**src/rtl/shift_add_multiplier_4.sv**
```systemverilog
// Sequential unsigned W x W shift-and-add multiplier.
// One W-bit ripple-carry adder (a chain of 4-bit ripple-carry slices) is
// reused every cycle; one product is delivered every W+2 cycles.

// Single-bit full adder used as the leaf of every ripple-carry slice.
module sam_full_adder (
  input  logic a,
  input  logic b,
  input  logic ci,
  output logic s,
  output logic co
);

  // Sum and carry of three input bits.
  always_comb begin
    s  = a ^ b ^ ci;
    co = (a & b) | (a & ci) | (b & ci);
  end

endmodule

// 4-bit ripple-carry adder slice; the multiplier chains W/4 of these.
module sam_rca_4 (
  input  logic [3:0] a,
  input  logic [3:0] b,
  input  logic       ci,
  output logic [3:0] s,
  output logic       co
);

  logic [4:0] c;

  assign c[0] = ci;
  assign co   = c[4];

  for (genvar i = 0; i < 4; i++) begin : g_bit
    sam_full_adder u_fa (
      .a  (a[i]),
      .b  (b[i]),
      .ci (c[i]),
      .s  (s[i]),
      .co (c[i+1])
    );
  end

endmodule

// Top: control FSM, operand registers and the shared adder chain.
module shift_add_multiplier_4 #(
  parameter int W = 4
) (
  input  logic           i_clk,
  input  logic           i_rst_n,
  input  logic           i_start,
  input  logic [W-1:0]   i_a,
  input  logic [W-1:0]   i_b,
  output logic           o_busy,
  output logic           o_done,
  output logic [2*W-1:0] o_p
);

  localparam int NSLICE = W / 4;
  localparam int CW     = $clog2(W + 1);

  localparam logic [1:0] ST_IDLE = 2'd0;
  localparam logic [1:0] ST_RUN  = 2'd1;
  localparam logic [1:0] ST_DONE = 2'd2;

  logic [1:0]    state;
  logic [W-1:0]  m;
  logic [W-1:0]  q;
  logic [W-1:0]  acc;
  logic [CW-1:0] cnt;

  logic [W-1:0]      add_b;
  logic [W-1:0]      sum;
  logic [NSLICE:0]   carry;

  // Second adder operand: the multiplicand when the current multiplier bit is set.
  always_comb begin
    add_b = q[0] ? m : '0;
  end

  assign carry[0] = 1'b0;

  for (genvar g = 0; g < NSLICE; g++) begin : g_slice
    sam_rca_4 u_rca (
      .a  (acc[4*g +: 4]),
      .b  (add_b[4*g +: 4]),
      .ci (carry[g]),
      .s  (sum[4*g +: 4]),
      .co (carry[g+1])
    );
  end

  // FSM and datapath registers; the adder carry-out becomes the new acc MSB.
  always_ff @(posedge i_clk) begin
    if (!i_rst_n) begin
      state <= ST_IDLE;
      m     <= '0;
      q     <= '0;
      acc   <= '0;
      cnt   <= '0;
    end else begin
      case (state)
        ST_IDLE: begin
          if (i_start) begin
            m     <= i_a;
            q     <= i_b;
            acc   <= '0;
            cnt   <= CW'(W);
            state <= ST_RUN;
          end
        end
        ST_RUN: begin
          acc <= {carry[NSLICE], sum[W-1:1]};
          q   <= {sum[0], q[W-1:1]};
          cnt <= cnt - CW'(1);
          if (cnt == CW'(1)) begin
            state <= ST_DONE;
          end
        end
        ST_DONE: begin
          state <= ST_IDLE;
        end
        default: begin
          state <= ST_IDLE;
        end
      endcase
    end
  end

  // Status flags are pure decodes of the registered state.
  always_comb begin
    o_busy = (state == ST_RUN);
    o_done = (state == ST_DONE);
    o_p    = {acc, q};
  end

endmodule

```
**config.mk**
```make
export PLATFORM = sky130hd
export DESIGN_NAME = shift_add_multiplier_4
export DESIGN_NICKNAME = d
export VERILOG_FILES = /design/src/rtl/shift_add_multiplier_4.sv
export SDC_FILE = /design/constraint.sdc
export NUM_CORES = 1
export LEC_CHECK = 0
export CORE_AREA = 2 2 44 46
export CTS_CLUSTER_SIZE = 40
export DETAILED_ROUTE_END_ITERATION = 10
export DIE_AREA = 0 0 46 48
export DONT_BUFFER_PORTS = 1
export PLACE_DENSITY = 0.66
export RECOVER_POWER = 25
export SYNTH_ARGS = -nofsm -noshare
export SYNTH_HDL_FRONTEND = slang
export SYNTH_SLANG_ARGS = --single-unit
```
**constraint.sdc**
```tcl
create_clock -name i_clk -period 3.3 [get_ports i_clk]
set_clock_uncertainty 0.05 [all_clocks]
set_input_delay 0.495 -clock i_clk [delete_from_list [all_inputs] [get_ports i_clk]]
set_output_delay 0.495 -clock i_clk [all_outputs]
set_load 0.02 [all_outputs]
```
==> flow_summary.toml <==
[sta]
hold_violations = 0
fin_crit_ns = 2.40
setup_viol = 0
final.period_utilization_pct = 72.6
slew_headroom_pct = 22.8
fin_tns_setup_ns = 0
fmax_ghz = 0.417
rsz0062_at_grt = "false"
slew_violations = 0
tightest_slew_ns = 1.16

[clock_tree]
clock-sinks = 17
cts_hold_buf = 0
cts_tree = "done"
path_clk_slew_ns = 0.10
cts_buffer_depth = 2
htreeDepth = 1
numCtsBuffers = 3
worstSkewPairLatency_ns = 0.29
cts_resized = 0
post_cts_buffers = 0
cts-root-buf = "clkbuf_4"

[layout]
final_layout_size_suffix_gt1_share_pct = 6.98
antenna_cells = 0
seqCellArea_um2 = 340
final_cell_count_no_fill = 103
area_growth_syn_to_layout_pct = -0.573
multi_input_area_um2 = 443
fillCellCount = 157
nNetsFinal = 104

[global_routing]
antenna_found_initial = 0
met2_usage_pct = 23.1
met3_usage_pct = 4.15
grt_max_degree = 18
overflow = 0
grtUsageTotal_pct = 15.8
grt_pass1_vias = 526
grt.busiest_layer = "met2"
met1_usage_pct = 21.9
grt_pass1_wl_um = 2420

[critical_path]
r2r_setup_slack_ns = 0.90
critPathLaunchType = "register"
worstSetupPathType = "register to register"
rr_worst_depth = 8
crit_arrival_ns = 2.59
crit_path_end_kind = "register"
rr_endpoint = "acc[2]$_SDFFE_PN0P_"
required_ns = 3.49
worstPathMaxFanout = 7
regToRegStartpoint = "q[0]$_SDFFE_PN0P_"

[logic_synthesis]
synth_area_leader_cell = "dfxtp_1"
muxShareOfSynthArea_pct = 5.73
synth-simple-area-share_pct = 17.9
synth_top_family_by_area = "simple AND/OR/NAND/NOR gates"
syn-num-nets = 105
synth_top_flop_cell = "dfxtp_1"
synth_adder_area_share_pct = 11.2
synth_area_um2 = 873
syn_avg_cell_area_um2 = 9.92
synth_cell_types = 30
ys_warn_count = 0
synth_xor_area_share_pct = 0
synthTopCellsByCount = "17 x dfxtp_1, 9 x inv_1, 7 x nor2b_1"
synth_compound_area_share_pct = 17.2
yosys.area.top_type_share_pct = 39.0
ys_async_sr_fraction_pct = 0
synth_seq_cells = 17
syn_inst = 88
synth_edf_count = 0
ys_top_cells_by_area = "dfxtp_1 39%, fa_1 6.9%, mux2i_1 5.7%, nor2b_1 5.0%, and2_1 4.3%"
synth.most_common_cell = "dfxtp_1"
ys_seq_area_share_pct = 39.0

[drt]
first_pass_iters = 4
ant_nets = 0
vias = 578
routed_via_density = 5.61
drc_errors = 0
routed_wl_um = 1460
first_iter_violations = 8
routedWlPerCell_um = 14.2

[die]
die-width_um = 46
dieArea_um2 = 2210
die_h_um = 48
initial_core_util_pct = 51.7
core_area_um2 = 1690
rows = 15
io_pins = 21

[place]
port-buffer-count = 0
dp_cells = 99
hpwl_um = 1090
place.gp.congestion = 0.753

[power]
p_per_area_nw_per_um2 = 465
irDropWorstVdd_mv = 0.230
p_leak_nw = 0.336

[status]
outcome = "complete, no violations"

[hold_path]
worstHoldPathCells = 1
worst_hold_path_type = "input pin to register"
min_from = "i_rst_n"
min_to = "state[0]$_SDFFE_PN0P_"

[flow_run]
maxCapViolCount = 0
-- worst max path at each step --
stage,from,endpoint,slack [ns]
final,q[0]$_SDFFE_PN0P_,acc[2]$_SDFFE_PN0P_,0.90
after global routing,q[0]$_SDFFE_PN0P_,acc[2]$_SDFFE_PN0P_,0.79
after CTS,q[0]$_SDFFE_PN0P_,acc[2]$_SDFFE_PN0P_,0.91
after detailed placement,q[0]$_SDFFE_PN0P_,acc[2]$_SDFFE_PN0P_,0.94
after global placement,q[0]$_SDFFE_PN0P_,acc[2]$_SDFFE_PN0P_,0.97
after floorplan,q[0]$_SDFFE_PN0P_,acc[2]$_SDFFE_PN0P_,1.03
-- critical path, stage by stage, from the launching register on --
cell and delay [ns]:
dfxtp_1 0.43, and2_1 0.21, ha_1 0.18, fa_1 0.38
fa_1 0.37, inv_1 0.07, fa_1 0.41, o2bb2ai_1 0.12
and2_1 0.13
-- kinds of logic after synthesis --
group,count (synthesis)
AOI/OAI and AO/OA,21
and+or+nand+nor,23
buffers and inverters,16
adders and majority gates,6
muxes,5
DFF,17
-- flip-flops by register name (all words and copies together) (netlist names) --
signal / cells
cnt: 3
q: 4
m: 4
state: 2
acc: 4
-- stage by stage --
| stage | hold slack (ns) | util, % | instance area (um^2) | power (mW) | setup WS (ns) |
|---|---|---|---|---|---|
| global placement | 0.449 | 50.5 | 853 | 0.296 | 0.973 |
| detailed placement | 0.450 | 50.5 | 853 | 0.298 | 0.936 |
| CTS | 0.256 | 52.1 | 880 | 0.411 | 0.909 |
| global route | 0.255 | 51.4 | 868 | 0.425 | 0.786 |
| finish | 0.264 | 51.4 | 868 | 0.404 | 0.903 |
| floorplan | 0.424 | - | 873 | 0.288 | 1.03 |
-- layout by cell type (no fill, tap or decap), drive strengths merged --
master / Yosys / final
a221oi: 1 / 1
nand2: 1 / 1
inv: 10 / 10
o221ai: 2 / 2
o21ai: 4 / 4
and4: 1 / 1
o21a: 1 / 1
nor3b: 2 / 2
a31oi: 1 / 1
nor2: 2 / 2
a21oi: 3 / 3
a21boi: 1 / 1
a22oi: 2 / 2
or3b: 2 / 2
mux2i: 5 / 5
dfxtp: 17 / 17
o2111a: 1 / 1
clkbuf: 1 / 4
nand3: 1 / 1
ha: 3 / 3
nor2b: 7 / 7
a21o: 1 / 1
fa: 3 / 3
and2: 6 / 6
o2bb2ai: 3 / 3
o21bai: 1 / 1
nand2b: 1 / 1
-- area by class of cell --
class                           count  area share, %
Tap cell                           17           2.45
Multi-Input combinational cell     55           51.0
Clock buffer                        4           3.03
Inverter                           10           4.32
Sequential cell                    17           39.2
-- where the power goes --
part	total (mW)	switching, mW	internal [mW]
clock	0.114	0.0665	0.0471
sequential	0.238	0.0190	0.219
combinational	0.0525	0.0288	0.0237
total	0.404	0.114	0.290
-- metal layers --
metal  part of all wire, %  vias up  wire length (um)
li1                      -      296                 -
met1                    51      266               746
met2                    43       14               632
met3                   4.2        2                61
met4                   1.6        0                23
met5                     0        -                 0
(Power assumes the default switching activity.)
